<file path="src/rtl/ram_rd_if.sv">
// Port-B bus between the read sweeper and the dual-port RAM.
interface ram_rd_if #(
    parameter int AW = 6,
    parameter int DW = 8
);
    logic          ram_rd_en;
    logic          ram_rd_we;
    logic [AW-1:0] ram_rd_addr;
    logic [DW-1:0] ram_rd_data;

    modport master (
        output ram_rd_en,
        output ram_rd_we,
        output ram_rd_addr,
        input  ram_rd_data
    );

    modport slave (
        input  ram_rd_en,
        input  ram_rd_we,
        input  ram_rd_addr,
        output ram_rd_data
    );
endinterface

</file>
<file path="src/rtl/ram_rd.sv">
// Port-B read sweeper and checker: reads 0..DEPTH-1 while rd_flag is high and
// compares every returned word against its own address (the writer's pattern).
module ram_rd #(
    parameter int AW     = 6,
    parameter int DW     = 8,
    parameter int DEPTH  = 64,
    parameter int RD_LAT = 1,
    parameter int CW     = 16
) (
    input  logic          clk,
    input  logic          rst,
    input  logic          rd_flag,
    input  logic          chk_clr,
    ram_rd_if.master      ram,
    output logic          rd_valid,
    output logic [DW-1:0] rd_data_o,
    output logic          mismatch,
    output logic          lap_done,
    output logic          err,
    output logic [CW-1:0] err_cnt,
    output logic [CW-1:0] pass_cnt,
    output logic          busy
);
    localparam int            MW   = (AW < DW) ? AW : DW;
    localparam int            DCW  = (RD_LAT > 1) ? $clog2(RD_LAT) : 1;
    localparam logic [AW-1:0] LAST = AW'(DEPTH - 1);

    typedef enum logic [1:0] {IDLE, READ, DRAIN} state_t;

    state_t          state, state_n;
    logic            en_q, en_n;
    logic [AW-1:0]   addr_q, addr_n;
    logic [DCW-1:0]  drn_cnt, drn_cnt_n;
    logic            start;

    logic [RD_LAT-1:0] pv;
    logic [AW-1:0]     pa [RD_LAT];

    logic            ret_v;
    logic [AW-1:0]   ret_a;
    logic [DW-1:0]   exp_word;
    logic            ret_mm;
    logic            ret_last;
    logic            lap_fail;

    assign ram.ram_rd_en   = en_q;
    assign ram.ram_rd_addr = addr_q;
    assign ram.ram_rd_we   = 1'b0;

    always_ff @(posedge clk or negedge rst) begin
        if (!rst) begin
            state   <= IDLE;
            en_q    <= 1'b0;
            addr_q  <= '0;
            drn_cnt <= '0;
            busy    <= 1'b0;
        end else begin
            state   <= state_n;
            en_q    <= en_n;
            addr_q  <= addr_n;
            drn_cnt <= drn_cnt_n;
            busy    <= (state_n != IDLE);
        end
    end

    // en/addr are computed here as next-cycle values so the port stays registered.
    always_comb begin
        state_n   = state;
        en_n      = 1'b0;
        addr_n    = '0;
        drn_cnt_n = '0;
        start     = 1'b0;
        case (state)
            IDLE: begin
                if (rd_flag) begin
                    state_n = READ;
                    en_n    = 1'b1;
                    start   = 1'b1;
                end
            end
            READ: begin
                if (rd_flag) begin
                    en_n   = 1'b1;
                    addr_n = (addr_q == LAST) ? '0 : addr_q + 1'b1;
                end else begin
                    state_n = DRAIN;
                end
            end
            DRAIN: begin
                if (drn_cnt == DCW'(RD_LAT - 1)) begin
                    state_n = IDLE;
                end else begin
                    drn_cnt_n = drn_cnt + 1'b1;
                end
            end
            default: state_n = IDLE;
        endcase
    end

    // Issue pipeline: stage RD_LAT-1 lines up with the word on ram_rd_data.
    always_ff @(posedge clk or negedge rst) begin
        if (!rst) begin
            pv <= '0;
            for (int unsigned i = 0; i < RD_LAT; i++) begin
                pa[i] <= '0;
            end
        end else begin
            pv[0] <= en_q;
            pa[0] <= addr_q;
            for (int unsigned i = 1; i < RD_LAT; i++) begin
                pv[i] <= pv[i-1];
                pa[i] <= pa[i-1];
            end
        end
    end

    assign ret_v = pv[RD_LAT-1];
    assign ret_a = pa[RD_LAT-1];

    always_comb begin
        exp_word         = '0;
        exp_word[MW-1:0] = ret_a[MW-1:0];
    end

    assign ret_mm   = ret_v && (ram.ram_rd_data != exp_word);
    assign ret_last = ret_v && (ret_a == LAST);

    always_ff @(posedge clk or negedge rst) begin
        if (!rst) begin
            rd_valid  <= 1'b0;
            rd_data_o <= '0;
            mismatch  <= 1'b0;
            lap_done  <= 1'b0;
        end else begin
            rd_valid <= ret_v;
            mismatch <= ret_mm;
            lap_done <= ret_last;
            if (ret_v) begin
                rd_data_o <= ram.ram_rd_data;
            end
        end
    end

    // A clear wins over a coincident retirement: that word's count update is lost.
    always_ff @(posedge clk or negedge rst) begin
        if (!rst) begin
            err      <= 1'b0;
            err_cnt  <= '0;
            pass_cnt <= '0;
            lap_fail <= 1'b0;
        end else if (chk_clr) begin
            err      <= 1'b0;
            err_cnt  <= '0;
            pass_cnt <= '0;
            lap_fail <= 1'b0;
        end else begin
            if (ret_mm) begin
                err <= 1'b1;
                if (err_cnt != '1) begin
                    err_cnt <= err_cnt + 1'b1;
                end
            end
            if (ret_last) begin
                if (!lap_fail && !ret_mm && (pass_cnt != '1)) begin
                    pass_cnt <= pass_cnt + 1'b1;
                end
                lap_fail <= 1'b0;
            end else if (start) begin
                lap_fail <= 1'b0;
            end else if (ret_mm) begin
                lap_fail <= 1'b1;
            end
        end
    end
endmodule

</file>
<file path="src/flat_wrapper.sv">
// flat-port wrapper written by rule: the top's interface ports become plain ports
module ram_rd_flat 
#(
    parameter int AW     = 6,
    parameter int DW     = 8,
    parameter int DEPTH  = 64,
    parameter int RD_LAT = 1,
    parameter int CW     = 16
)
  (clk, rst, rd_flag, chk_clr, rd_valid, rd_data_o, mismatch, lap_done, err, err_cnt, pass_cnt, busy, ram_ram_rd_en, ram_ram_rd_we, ram_ram_rd_addr, ram_ram_rd_data);
  ram_rd_if #(.AW(AW), .DW(DW)) ram_i ();
  input  logic clk;
  input  logic rst;
  input  logic rd_flag;
  input  logic chk_clr;
  output logic rd_valid;
  output logic [DW-1:0] rd_data_o;
  output logic mismatch;
  output logic lap_done;
  output logic err;
  output logic [CW-1:0] err_cnt;
  output logic [CW-1:0] pass_cnt;
  output logic busy;
  output wire logic [$bits(ram_i.ram_rd_en)-1:0] ram_ram_rd_en;
  output wire logic [$bits(ram_i.ram_rd_we)-1:0] ram_ram_rd_we;
  output wire logic [$bits(ram_i.ram_rd_addr)-1:0] ram_ram_rd_addr;
  input wire logic [$bits(ram_i.ram_rd_data)-1:0] ram_ram_rd_data;
  assign ram_ram_rd_en = ram_i.ram_rd_en;
  assign ram_ram_rd_we = ram_i.ram_rd_we;
  assign ram_ram_rd_addr = ram_i.ram_rd_addr;
  assign ram_i.ram_rd_data = ram_ram_rd_data;
  ram_rd #(.AW(AW), .DW(DW), .DEPTH(DEPTH), .RD_LAT(RD_LAT), .CW(CW)) u_core (.clk(clk), .rst(rst), .rd_flag(rd_flag), .chk_clr(chk_clr), .ram(ram_i), .rd_valid(rd_valid), .rd_data_o(rd_data_o), .mismatch(mismatch), .lap_done(lap_done), .err(err), .err_cnt(err_cnt), .pass_cnt(pass_cnt), .busy(busy));
endmodule
</file>
<file path="config.mk">
export PLATFORM = sky130hd
export DESIGN_NAME = ram_rd_flat
export DESIGN_NICKNAME = d
export VERILOG_FILES = /design/src/rtl/ram_rd_if.sv /design/src/rtl/ram_rd.sv /design/src/flat_wrapper.sv
export SDC_FILE = /design/constraint.sdc
export NUM_CORES = 1
export LEC_CHECK = 0
export CAP_MARGIN = 20
export CELL_PAD_IN_SITES_DETAIL_PLACEMENT = 0
export CELL_PAD_IN_SITES_GLOBAL_PLACEMENT = 2
export CORE_ASPECT_RATIO = 1.25
export CORE_MARGIN = 1.5
export CORE_UTILIZATION = 34
export DETAILED_ROUTE_END_ITERATION = 7
export GPL_TIMING_DRIVEN = 0
export PLACE_DENSITY = 0.82
export SETUP_SLACK_MARGIN = 0.1
export SLEW_MARGIN = 5
export SYNTH_ARGS = -nofsm -noshare
export SYNTH_HDL_FRONTEND = slang
export SYNTH_SLANG_ARGS = --single-unit
</file>
<file path="constraint.sdc">
create_clock -name clk -period 4.6 [get_ports clk]
set_input_delay 1.38 -clock clk [delete_from_list [all_inputs] [get_ports clk]]
set_output_delay 1.38 -clock clk [all_outputs]
set_load 0.01 [all_outputs]
</file>
==> metrics.md <==
| Metric | Value |
|---|---|
| Period minus WS final | `3.584 ns` |
| Final GP Congestion | `0.7823` |
| Slew Viols, Final | `0` |
| GRT Overall Usage | `17.67%` |
| RR Startpoint | `u_core.pa[1]` |
| P per Cell Area | `293.5 nW/um^2` |
| Initial DRC Count | `126` |
| R2R setup slack | `2.12 ns` |
| Post-synthesis instance area | `3040 um^2` |
| Post_cts resized | `0` |
| Final Instance Area | `4019 um^2` |
| DR pass1 iterations | `4` |
| Crit-path max FO | `10` |
| Largest net degree at the start of global routing | `63` |
| Tightest Hold Check Type | `reg2reg` |
| Fmax | `0.2790 GHz` |
| Yosys reg bits | `62` |
| Synth Area per Inst | `10.56 um^2` |
| H-Tree Depth | `3` |
| Least-Margin Pin Slew | `0.7850 ns` |
| First-pass GRT wire length | `13.05 mm` |
| Clock transition at the registers of the reported paths | `0.07 ns` |
| Number of nets in the layout | `377` |
| Power, Total | `1.180 mW` |
| Post-synthesis cell count | `288` |
| Core Region | `8701 um^2` |
| Endpoint, Worst Hold | `u_core.rd_valid` |
| Status | `completed` |
| Worst setup startpoint | `ram_ram_rd_data[1]` |
| Ports | `65` |
| Reg2reg end | `u_core.pass_cnt[3]` |
| Hold slack | `0.3740 ns` |
| Row Count | `38` |
| Starting Density | `34.94%` |
| Final core occ | `46.19%` |
| RSZ-0062 raised after global routing | `false` |
| ANT nets after route | `0` |
| Fill cells | `834` |
| CTS tree | `done` |
| Total gr overflow | `0` |
| Post-synthesis net count | `303` |
| Grt met2 use | `27.91%` |
| Relative slew slack | `47.67%` |
| CP Cell Sequence | `clkdlybuf4s50_1 -> xnor2_1 -> nand4_1 -> o41ai_4 -> inv_2 -> buf_6 -> nor4_1 -> mux2_2` |
| Crit-path max cell delay | `0.50 ns` |
| Synth warn | `0` |
| Die height | `108.7 um` |
| LEAKAGE | `1.548 nW` |
| Hold-fix buffers, CTS | `0` |
| Met1 Use GR | `23.64%` |
| Maxcap violations | `0` |
| Synth Flop Type | `dfrtp_1` |
| Setup violators final | `0` |
| Area Overhead vs Synth | `32.18%` |
| Routed WL | `7.692 mm` |
| Top Usage Layer GRT | `met2` |
| Sequential-to-total area share from yosys stat | `51.03%` |
| HPWL after detailed placement | `5.261 mm` |
| Residual DRC | `0` |
| Worst VDD drop | `0.0001399 V` |
| Placement Cell Area | `3819 um^2` |
| Hold path depth | `0` |
| Antenna fix cells | `0` |
| Clk sinks | `62` |
| Skew-Pair Late Insertion Delay | `0.34 ns` |
| GR Util met3 | `3.936%` |
| Post-CTS Setup Inserts | `0` |
| Synth cell types | `47` |
| Share of layout cells above drive strength 1 | `12.81%` |
| Initial antenna violation count | `0` |
| Die width | `87.58 um` |
| Required @ worst endpoint | `4.82 ns` |
| IO Port Bufs | `63` |
| R2r worst-path depth | `7` |
| CP Data Arrival Time | `3.81 ns` |
| Drt wl/cell | `15.79 um` |
| Total number of vias | `2534` |
| Final period util | `77.90%` |
| CP max stage cell | `clkdlybuf4s50_1` |
| Clk buf depth | `2` |
| Min-delay src | `u_core.pv` |
| Post-synth EDFFs | `0` |
| Vias per std cell | `5.203` |
| Cts bufs inserted | `9` |
| Critical path endpoint category | `flip-flop` |
| Async SR Flop Fraction | `100.0%` |
| Final clock skew | `0.006271 ns` |
| Setup Crit Path Kind | `in2reg` |
| Final Hold Fails | `0` |
| Number of global-route vias before repair | `2595` |
| CP startpoint kind | `input port` |
| Die area | `9522 um^2` |
| Clk root buf | `clkbuf_8` |
| Sum Neg Setup Slack | `0 ns` |
-- placed cells by master (no fill, tap or decap), drive strengths merged, types with 2 or more instances in the layout --
| cell | instances |
|---|---|
| clkbuf | 21 |
| mux2 | 16 |
| nand4 | 9 |
| ha | 3 |
| or3 | 5 |
| nand2 | 12 |
| clkinv | 2 |
| xor2 | 5 |
| dfrtp | 62 |
| inv | 6 |
| o21ai | 4 |
| nor3 | 3 |
| or4b | 2 |
| clkdlybuf4s50 | 62 |
| buf | 7 |
| nor3b | 2 |
| clkinvlp | 2 |
| nor2 | 25 |
| nor2b | 10 |
| nand3 | 14 |
| and4 | 2 |
| and2 | 3 |
| o31ai | 19 |
| nor4 | 4 |
| and3 | 6 |
| xnor2 | 5 |
| a21oi | 23 |
| or4 | 20 |
-- kinds of logic after synthesis --
kind of cell    after synthesis  share of synthesized area (%)
compound gates               53                          11.81
xor+xnor                     10                          2.881
fa+ha+maj                     3                          1.235
buf+inv                      22                          3.333
flops                        62                          51.03
mux                          16                          5.926
other cells                   1                         0.1233
simple gates                121                          23.66
-- state kept, by name (all words and copies together), names as in the netlist, 2 cells and up --
register                cells
u_core.rd_data_o            8
u_core.err_cnt             16
u_core.pa                   6
u_core.ram.ram_rd_addr      6
u_core.state                2
u_core.pass_cnt            16
-- stage by stage --
step	setup WS [ns]	std cells
finish	1.016	487
global route	0.8625	487
CTS	0.9829	487
detailed placement	0.6179	471
global placement	-0.03798	471
floorplan	1.574	288
-- area by class of cell --
| class | instances | area, um^2 | share of cell area, % |
|---|---|---|---|
| Sequential cell | 62 | 1551 | 38.61 |
| Buffer | 16 | 78.83 | 1.961 |
| Tap cell | 120 | 150.1 | 3.736 |
| Timing Repair Buffer | 63 | 628.1 | 15.63 |
| Inverter | 6 | 22.52 | 0.5604 |
| Multi-Input combinational cell | 204 | 1388 | 34.53 |
| Clock buffer | 11 | 141.4 | 3.518 |
| Clock inverter | 5 | 58.81 | 1.463 |
-- how the worst max path moves through the flow --
stage / end / cells after the start
finish: u_core.pass_cnt[3] / 8
global route: u_core.pass_cnt[3] / 8
global placement: u_core.pass_cnt[2] / 1
CTS: u_core.pass_cnt[3] / 8
floorplan: u_core.pass_cnt[2] / 6
detailed placement: u_core.pass_cnt[3] / 8
-- where the power goes --
part / internal, mW / switching (mW)
Sequential: 0.563 / 0.0116
Combinational: 0.0549 / 0.0614
Clock: 0.265 / 0.224
-- critical path: cells and delay by family --
| kind | cells | cell delay, ns |
|---|---|---|
| buffers and inverters | 3 | 0.87 |
| AND/OR/NAND/NOR | 2 | 0.55 |
| AO/OA/AOI/OAI | 1 | 0.49 |
| multiplexers | 1 | 0.38 |
| XOR/XNOR | 1 | 0.14 |
-- layer usage --
layer	vias up	part of all wire [%]
met5	-	0
met4	0	0.62
met3	4	4.5
met2	69	50
met1	1246	44
li1	1215	-
-- cell usage after synthesis, types with 3 or more instances --
| library cell | n | area (um^2) |
|---|---|---|
| a21oi_1 | 23 | 115.1 |
| and3_1 | 5 | 31.28 |
| buf_2 | 3 | 15.01 |
| clkbuf_1 | 10 | 37.54 |
| dfrtp_1 | 62 | 1551 |
| ha_1 | 3 | 37.54 |
| inv_1 | 5 | 18.77 |
| mux2_2 | 16 | 180.2 |
| nand2_1 | 12 | 45.04 |
| nand3_1 | 12 | 60.06 |
| nand4_1 | 9 | 56.30 |
| nor2_1 | 25 | 93.84 |
| nor2b_1 | 10 | 62.56 |
| nor3_1 | 3 | 15.01 |
| nor4_1 | 4 | 25.02 |
| o21ai_0 | 3 | 15.01 |
| o31ai_1 | 19 | 142.6 |
| or3_1 | 5 | 31.28 |
| or4_1 | 19 | 142.6 |
| xnor2_1 | 5 | 43.79 |
| xor2_1 | 5 | 43.79 |
Power figures use the tool's default switching activity.
